## src/rtl/elevator_pkg.sv

```systemverilog
// Shared types and helpers for the elevator car controller.
package elevator_pkg;

    typedef enum logic [1:0] {
        IDLE      = 2'd0,
        MOVING    = 2'd1,
        DOOR_OPEN = 2'd2
    } state_e;

    localparam logic DIR_UP   = 1'b1;
    localparam logic DIR_DOWN = 1'b0;

    // Bits needed to hold a floor index 0..num_floors-1 (at least one bit).
    function automatic int floor_width(input int num_floors);
        return (num_floors <= 2) ? 1 : $clog2(num_floors);
    endfunction

    // Bits needed for a down-counter that is loaded with max_count.
    function automatic int count_width(input int max_count);
        return (max_count <= 1) ? 1 : $clog2(max_count + 1);
    endfunction

endpackage

```

## src/rtl/door_dwell_timer.sv

```systemverilog
// Door dwell down-counter: load/restart to TICKS, counts down only while
// enabled, flags the last open cycle.
module door_dwell_timer
    import elevator_pkg::*;
#(
    parameter int TICKS = 4
) (
    input  logic clock,
    input  logic reset,
    input  logic enable_i,
    input  logic load_i,
    output logic expire_o
);

    localparam int CW = count_width(TICKS);
    localparam logic [CW-1:0] LOAD_VAL = CW'(TICKS);
    localparam logic [CW-1:0] ONE      = CW'(1);

    logic [CW-1:0] count_q;
    logic [CW-1:0] count_d;

    // Load wins over counting; the counter parks at zero once it runs out.
    always_comb begin
        count_d = count_q;
        if (load_i) begin
            count_d = LOAD_VAL;
        end else if (enable_i && (count_q != '0)) begin
            count_d = count_q - ONE;
        end
    end

    // Counter register.
    always_ff @(posedge clock or posedge reset) begin
        if (reset) begin
            count_q <= '0;
        end else begin
            count_q <= count_d;
        end
    end

    assign expire_o = enable_i && (count_q == ONE);

endmodule

```

## src/rtl/elevator_scheduler.sv

```systemverilog
// Elevator car controller: latches floor calls, SCAN direction choice,
// floor-by-floor travel timing and door dwell.
// Optional build macro ELEVATOR_FIRE_RECALL_EN adds the fire_recall input
// (car returns to floor 0 and holds the door open while recall is active).
//
// state     | meaning
// ----------+----------------------------------------------------------
// IDLE      | stopped, door closed, choosing the next action
// MOVING    | motor on, travel counter timing one floor step
// DOOR_OPEN | stopped at a floor, door open, dwell timer running
module elevator_scheduler
    import elevator_pkg::*;
#(
    parameter int NUM_FLOORS   = 4,
    parameter int TRAVEL_TICKS = 3,
    parameter int DOOR_TICKS   = 4
) (
    input  logic                                clock,
    input  logic                                reset,
    input  logic [NUM_FLOORS-1:0]               call_req,
    input  logic                                door_sensor,
    input  logic                                door_hold,
`ifdef ELEVATOR_FIRE_RECALL_EN
    input  logic                                fire_recall,
`endif
    output logic [floor_width(NUM_FLOORS)-1:0]  floor,
    output logic                                moving,
    output logic                                dir_up,
    output logic                                door_open,
    output logic [NUM_FLOORS-1:0]               pending
);

    localparam int FW = floor_width(NUM_FLOORS);
    localparam int TW = count_width(TRAVEL_TICKS);
    localparam logic [FW-1:0] TOP_FLOOR   = FW'(NUM_FLOORS - 1);
    localparam logic [FW-1:0] FLOOR_ONE   = FW'(1);
    localparam logic [TW-1:0] TRAVEL_LOAD = TW'(TRAVEL_TICKS);
    localparam logic [TW-1:0] TRAVEL_ONE  = TW'(1);

    state_e                  state_q, state_d;
    logic [FW-1:0]           floor_q, floor_d;
    logic                    dir_up_q, dir_up_d;
    logic [NUM_FLOORS-1:0]   pending_q, pending_d;
    logic [TW-1:0]           travel_q, travel_d;

    logic                    recall;
    logic [NUM_FLOORS-1:0]   pend_m;
    logic [NUM_FLOORS-1:0]   served;
    logic                    above, below;
    logic                    at_bound;
    logic [FW-1:0]           step_floor;
    logic                    step_at_end;
    logic                    restart;
    logic                    dwell_load, dwell_en, dwell_expire;

`ifdef ELEVATOR_FIRE_RECALL_EN
    assign recall = fire_recall;
`else
    assign recall = 1'b0;
`endif

    // Calls seen this cycle count immediately; recall discards all calls.
    assign pend_m    = recall ? '0 : (pending_q | call_req);
    assign pending_d = pend_m & ~served;

    // Sensor, hold and a call at this floor only matter while the door is open.
    assign restart = ~recall & (door_sensor | door_hold | call_req[floor_q]);

    // End-of-shaft guard: the next step is clamped so the floor never leaves range.
    assign at_bound    = dir_up_q ? (floor_q == TOP_FLOOR) : (floor_q == '0);
    assign step_floor  = at_bound ? floor_q
                       : (dir_up_q ? floor_q + FLOOR_ONE : floor_q - FLOOR_ONE);
    assign step_at_end = dir_up_q ? (step_floor == TOP_FLOOR) : (step_floor == '0);

    // Any pending call above or below the current floor.
    always_comb begin
        above = 1'b0;
        below = 1'b0;
        for (int i = 0; i < NUM_FLOORS; i++) begin
            if (pend_m[i] && (FW'(i) > floor_q)) above = 1'b1;
            if (pend_m[i] && (FW'(i) < floor_q)) below = 1'b1;
        end
    end

    assign dwell_en = (state_q == DOOR_OPEN);

    door_dwell_timer #(
        .TICKS    (DOOR_TICKS)
    ) u_dwell (
        .clock    (clock),
        .reset    (reset),
        .enable_i (dwell_en),
        .load_i   (dwell_load),
        .expire_o (dwell_expire)
    );

    // State register together with the car datapath registers.
    always_ff @(posedge clock or posedge reset) begin
        if (reset) begin
            state_q   <= IDLE;
            floor_q   <= '0;
            dir_up_q  <= DIR_UP;
            pending_q <= '0;
            travel_q  <= '0;
        end else begin
            state_q   <= state_d;
            floor_q   <= floor_d;
            dir_up_q  <= dir_up_d;
            pending_q <= pending_d;
            travel_q  <= travel_d;
        end
    end

    // Next-state logic: SCAN decision, floor stepping and door handling.
    always_comb begin
        state_d    = state_q;
        floor_d    = floor_q;
        dir_up_d   = dir_up_q;
        travel_d   = travel_q;
        served     = '0;
        dwell_load = 1'b0;
        unique case (state_q)
            IDLE: begin
                if (recall) begin
                    if (floor_q == '0) begin
                        state_d    = DOOR_OPEN;
                        dwell_load = 1'b1;
                    end else begin
                        state_d  = MOVING;
                        dir_up_d = DIR_DOWN;
                        travel_d = TRAVEL_LOAD;
                    end
                end else if (pend_m[floor_q]) begin
                    served[floor_q] = 1'b1;
                    state_d         = DOOR_OPEN;
                    dwell_load      = 1'b1;
                end else if (above && (dir_up_q || !below)) begin
                    state_d  = MOVING;
                    dir_up_d = DIR_UP;
                    travel_d = TRAVEL_LOAD;
                end else if (below) begin
                    state_d  = MOVING;
                    dir_up_d = DIR_DOWN;
                    travel_d = TRAVEL_LOAD;
                end
            end
            MOVING: begin
                if (travel_q == TRAVEL_ONE) begin
                    floor_d  = step_floor;
                    travel_d = TRAVEL_LOAD;
                    if (recall) begin
                        if (step_floor == '0) begin
                            state_d    = DOOR_OPEN;
                            dwell_load = 1'b1;
                            travel_d   = '0;
                        end else begin
                            dir_up_d = DIR_DOWN;
                        end
                    end else if (pend_m[step_floor]) begin
                        served[step_floor] = 1'b1;
                        state_d            = DOOR_OPEN;
                        dwell_load         = 1'b1;
                        travel_d           = '0;
                    end else if (step_at_end) begin
                        // Only reachable if the target call vanished (recall); stop here.
                        state_d  = IDLE;
                        travel_d = '0;
                    end
                end else begin
                    travel_d = travel_q - TRAVEL_ONE;
                end
            end
            DOOR_OPEN: begin
                if (recall) begin
                    if (floor_q == '0) begin
                        dwell_load = 1'b1;
                    end else begin
                        state_d  = MOVING;
                        dir_up_d = DIR_DOWN;
                        travel_d = TRAVEL_LOAD;
                    end
                end else if (restart) begin
                    served[floor_q] = call_req[floor_q];
                    dwell_load      = 1'b1;
                end else if (dwell_expire) begin
                    state_d = IDLE;
                end
            end
            default: begin
                state_d = IDLE;
            end
        endcase
    end

    // Output decode straight from the registered state.
    always_comb begin
        moving    = (state_q == MOVING);
        door_open = (state_q == DOOR_OPEN);
        floor     = floor_q;
        dir_up    = dir_up_q;
        pending   = pending_q;
    end

    // A floor step must never be requested past either end of the shaft.
    step_in_range: assert property (@(posedge clock) disable iff (reset)
        ((state_q == MOVING) && (travel_q == TRAVEL_ONE)) |-> !at_bound);

endmodule

```

## config.mk

```make
export PLATFORM = sky130hd
export DESIGN_NAME = elevator_scheduler
export DESIGN_NICKNAME = d
export VERILOG_FILES = /design/src/rtl/elevator_pkg.sv /design/src/rtl/door_dwell_timer.sv /design/src/rtl/elevator_scheduler.sv
export SDC_FILE = /design/constraint.sdc
export NUM_CORES = 1
export LEC_CHECK = 0
export CAP_MARGIN = 20
export CORE_ASPECT_RATIO = 1.75
export CORE_MARGIN = 2
export CORE_UTILIZATION = 40
export CTS_BUF_LIST = sky130_fd_sc_hd__clkbuf_8
export DETAILED_ROUTE_END_ITERATION = 12
export PLACE_DENSITY_LB_ADDON = 0.12
export SETUP_SLACK_MARGIN = 0.05
export SLEW_MARGIN = 30
export SYNTH_ARGS = -nofsm -noshare
export SYNTH_HDL_FRONTEND = slang
export SYNTH_HIERARCHICAL = 1
export SYNTH_SLANG_ARGS = --single-unit
export TNS_END_PERCENT = 100
```

## constraint.sdc

```tcl
create_clock -name clock -period 8.12 [get_ports clock]
set_input_delay 1.218 -clock clock [delete_from_list [all_inputs] [get_ports clock]]
set_output_delay 1.218 -clock clock [all_outputs]
set_load 0.01 [all_outputs]
```

### Word level (Yosys, flattened, before mapping)

Cells that the tools add are included.

| storage, ports and cells | value |
|---|---|
| output and inout bits | 9 |
| input bits | 8 |
| logic and storage cells | 120 |
| flip-flop bits (word level) | 14 |

| operators by class | value |
|---|---|
| reduce and logical (&&, ||, !) cells | 26 |
| bitwise operators | 7 |
| order comparisons | 12 |
| equal/unequal tests | 13 |
| add/subtract/negate cells | 4 |
| mux-type cells | 52 |

Operators with widths:

| cell | number |
|---|---|
| $mux W2 | 16 |
| $mux W1 | 21 |
| $mux W4 | 4 |
| $logic_and A1 B1 Y1 | 13 |
| $pmux W4 S3 | 1 |
| $and A4 B4 Y4 | 2 |
| $bmux W1 S2 | 3 |
| $eq A2 B2 Y1 const B | 3 |
| $logic_not A2 Y1 | 3 |
| $lt A2 B3 Y1 const B | 2 |
| $mux W3 | 2 |
| $ne A2 B2 Y1 const B | 3 |
| $pmux W2 S3 | 1 |
| $reduce_and A3 Y1 | 2 |
| $reduce_bool A2 Y1 | 3 |
| $reduce_and A5 Y1 | 1 |
| $demux W1 S2 | 2 |
| $eq A2 B1 Y1 const B | 2 |
| $ge A2 B1 Y1 const B | 2 |
| $gt A1 B2 Y1 const A | 2 |
| $gt A2 B2 Y1 const A | 2 |
| $lt A1 B2 Y1 const A | 2 |
| $lt A2 B2 Y1 const A | 2 |
| $ne A4 B4 Y1 const B | 1 |
| 17 further kinds | 19 |

### Longest topological paths before layout

| logic depth | value |
|---|---|
| word-level depth | 12 |
| depth in mapped cells | 9 |
| mapped depth without buffers | 9 |

### By module

The synthesis kept the hierarchy.

Modules (own cells, without submodules):

| module | area each (um2) | seq. area each (um2) | cells each | times used |
|---|---|---|---|---|
| elevator_scheduler | 998.5 | 276.5 | 106 | 1 |
| door_dwell_timer | 207.7 | 75.1 | 20 | 1 |

### Least setup slack after synthesis

OpenSTA, ideal clock, no wires.

| timing path | value |
|---|---|
| path type | input to register |
| from | input call_req[1] |
| to | register u_dwell.count_q[1] |
| setup time | 95 ps |
| required time | 8,025 ps |
| setup slack | 5,203 ps |
| stages | 6 |
| path buffers | 0 |
| arrival time | 2,822 ps |
| cells stage by stage | or2_4 mux4_2 nor2_4 o32ai_1 or4b_1 o31ai_1 |

| between the ends | value |
|---|---|
| cells in the longest elaborated chain, start to end | 7 |
| elaborated cells between the ends (all ways) | 15 |
| those cells by class | 12 x mux; 2 x bitwise; 1 x reduce/logical |

RTL lines:

| element | RTL line | RTL |
|---|---|---|
| start: declaration | elevator_scheduler.sv:20 | `input logic [NUM_FLOORS-1:0] call_req,` |
| $or A4 B4 Y4 | elevator_scheduler.sv:63 | `assign pend_m = recall ? '0 : (pending_q \| call_req);` |
| $bmux W1 S2 | elevator_scheduler.sv:159 | `end else if (pend_m[step_floor]) begin` |
| $mux W1 (implied by the code) | elevator_scheduler.sv:159 |  |
| $mux W1 | elevator_scheduler.sv:159 |  |
| $mux W1 | elevator_scheduler.sv:148 | `if (travel_q == TRAVEL_ONE) begin` |
| $pmux W1 S3 (*) | elevator_scheduler.sv:122 | `unique case (state_q)` |
| via dwell_load | elevator_scheduler.sv:54 | `logic dwell_load, dwell_en, dwell_expire;` |
| $mux W3 / $reduce_bool A2 Y1 (equally long branches) | n/a |  |
| end signal: assignment | door_dwell_timer.sv:37 | `count_q <= count_d;` |
| end: declaration | door_dwell_timer.sv:19 | `logic [CW-1:0] count_q;` |

Mark *: on every way through the listed nets, which the timed path passes. The rest lies on a longest branch. The select of a mux whose other input is x is not followed.
A chain may end at the register's enable or synchronous reset.

### Worst setup path after layout

| timing path | value |
|---|---|
| from | input call_req[2] |
| to | register u_dwell.count_q[1] |

Same word-level chain as after synthesis.

==> metrics.cfg <==
[run_status]
status=completed

[synth]
syn_inst=126
synthFlopType=dfrtp_1
synth_fp_nets=143
synth_top_area_frac=0.270
synth.area.top_cells=dfrtp_1, ha_1, mux4_2
avgSynthCellArea_um2=9.57
ys_warn_count=6
postSynth.asyncResetShare=1.00
synth_cell_types=47
synth-edff-count=0
synth_area_mm2=0.00121
ys_ff_latch=14
synth-seq-area-share=0.291
yosysTopAreaCell=dfrtp_1

[power]
intPower_uw=155
p_clk_frac=0.243
leakagePower_nw=0.594
powerDensity_mw_per_mm2=165
power_frac_seq=0.400
vdd.ir_drop.worst_uv=78.4
switching_power_uw=79.5
swShare=0.339
combinationalPowerShare=0.357

[global_routing]
overflow=0
track_usage=0.195
grt_pass1_wl_um=5040
antenna_found_initial=0
grt_max_degree=16
grt_pass1_vias=1099

[clock_network]
postCtsHoldBufs=0
htree_levels=1
postCtsResizedCells=0
postCtsSetupBuffers=0
cts_root_buf=clkbuf_8
cts_buffers=3
cts_buffer_depth=2
cts_tree=done
clk_pin_slew_worst_paths_ns=0.06
insertion_delay_ns=0.24
numClockSinks=14

[setup_path]
worstPathRequired_ns=8.27
worst_path_max_delay_cell=or4b_1
cp_max_fo=6
path_cells=clkdlybuf4s50_1, or2_1, or4_1, o211ai_1, mux2_2, o32ai_1, or4b_1, o31ai_1
startpoint=call_req[2]
worstPathArrival_ns=3.50
critical_path_class=in2reg
start_kind=input port
reg2reg_from=floor[1]
cp-end-kind=flip-flop
crit_path_max_incr_delay_ns=0.49
cp.buffers_inverters=1
cp_top_family=simple AND/OR/NAND/NOR gates

[detailed_routing]
wl_per_cell_um=17.8
drtIter0Drc=19
dr_wl_met2_um=1720
dr_wl_met3_um=71
postRouteAntennaNets=0
first_pass_iters=4
num_vias=1053
top_layer=met4
met1_length_um=1130
drc_errors=0
wl_um=3030
post_drt_via_cell_ratio=6.19

[timing]
finalMaxSlewViolations=0
slew_headroom=0.591
tns_ns=0
hold_viol_final=0
max_freq_mhz=299
finalCriticalPeriod_ns=3.34
finalCritPeriodShare=0.412
final-setup-viol-count=0
rsz0062_at_grt=no
worstMarginPinSlew_ns=0.611
finClkSkew_ns=0.00481

[min_path]
hold_class=reg2reg
min_from=u_dwell/count_q[1]

[floorplanning]
floorplan.initialDensity=0.417
pin_count=17
die_h_um=76.6
die_area_mm2=0.00349
core_mm2=0.00290
die_w_um=45.5
rows=26

[placement]
placed_area_mm2=0.00138
gp_congestion=0.824
port-buffer-count=16
dpl.hpwl_um=2460

[final_layout]
drive_gt1_frac=0.148
final_area_mm2=0.00143
finalNetCount=160
fillers=297
diodes=0
area_delta_synth_final_pct=18.3

[job]
maxCapViolCount=0

-- cells in the final DEF (no fill, tap or decap), drive strengths merged, types with 2 or more instances in the layout --
cell           count
ha                 9
mux2               2
o32ai              2
and2b              3
xnor2              2
mux2i              5
dfrtp             13
nand2              2
o31ai              3
mux4               3
o211ai             2
inv               13
a222oi             2
clkbuf             3
or4                2
nor2              13
o21ai              2
or2                4
nor3b              5
or3                3
nor2b              6
a221oi             2
a22oi              2
a21oi              4
a31oi              4
clkdlybuf4s50     16
and3               2
-- worst paths after layout --
check	endpoint	slack (ns)	cells after the start
min	u_dwell/count_q[1]	0.59	2
max in group asynchronous	dir_up	6.47	2
max reg2reg	u_dwell/count_q[0]	5.04	8
max	u_dwell/count_q[1]	4.78	8
min reg2reg	u_dwell/count_q[1]	0.59	2
min in group asynchronous	u_dwell/count_q[2]	1.16	2
-- kinds of logic after synthesis --
group | after synthesis | synth area share
adder cells (fa/ha/maj) | 9 | 0.0934
multiplexers | 10 | 0.116
AND/OR/NAND/NOR | 45 | 0.233
flip-flops | 14 | 0.291
XOR/XNOR | 2 | 0.0145
buffers and inverters | 16 | 0.0539
AO/OA/AOI/OAI | 30 | 0.197
-- state kept, by name (all words and copies together), names as in the netlist --
| register | cells |
|---|---|
| pending | 4 |
| u_dwell/count_q | 3 |
| floor | 2 |
| state_q | 2 |
| travel_q | 2 |
| dir_up | 1 |
-- cells in the mapped netlist (2+ instances only) --
cell and instances:
and3_1 2, ha_1 9, mux2i_1 5, and2b_4 2, or3_1 3, mux2_2 2
nand2_1 2, a221oi_2 2, a222oi_1 2, dfrtp_1 13, or2_1 3, a22oi_1 2
a21oi_1 4, clkbuf_1 2, or4_1 2, a31oi_1 4, o32ai_1 2, xnor2_1 2
nor3b_1 5, inv_1 9, inv_2 3, o31ai_1 3, nor2_1 12, o211ai_1 2
nor2b_1 5, mux4_2 3
-- routing by layer --
layer | vias to the layer above | GRT usage
li1 | 499 | -
met1 | 518 | 0.221
met2 | 26 | 0.337
met3 | 10 | 0.0166
met4 | 0 | 0.103
met5 | - | 0
-- tightest hold or removal path: cells and delay by family, from the launching register on --
kind / cells / cell delay [ns]
AO/OA/AOI/OAI: 1 / 0.08
flip-flops: 1 / 0.36
buffers and inverters: 1 / 0.10
-- final cells by class --
class | instances | area, µm² | area share
Inverter | 12 | 45.0 | 0.0316
Tap cell | 28 | 35.0 | 0.0246
Multi-Input combinational cell | 96 | 790 | 0.554
Timing Repair Buffer | 16 | 160 | 0.112
Clock buffer | 3 | 41.3 | 0.0289
Clock inverter | 1 | 3.75 | 0.00263
Sequential cell | 14 | 352 | 0.246
-- power by group through the flow --
stage               clock, mW  sequential (mW)  combinational [mW]
floorplan                   0           0.0886              0.0636
global placement            0           0.0945              0.0830
detailed placement          0           0.0949              0.0840
CTS                    0.0591           0.0937              0.0844
global route           0.0613           0.0964              0.0916
finish                 0.0570           0.0938              0.0839
-- through the flow --
step | power [mW] | cells | util | setup WS, ns | hold slack (ns)
after floorplan | 0.152 | 126 | - | 5.20 | 0.507
after global placement | 0.177 | 166 | 0.477 | 4.55 | 0.568
after detailed placement | 0.179 | 166 | 0.477 | 4.54 | 0.572
after CTS | 0.237 | 170 | 0.493 | 4.78 | 0.590
after global routing | 0.249 | 170 | 0.493 | 4.66 | 0.615
final | 0.235 | 170 | 0.493 | 4.78 | 0.586
(Power assumes the default switching activity.)
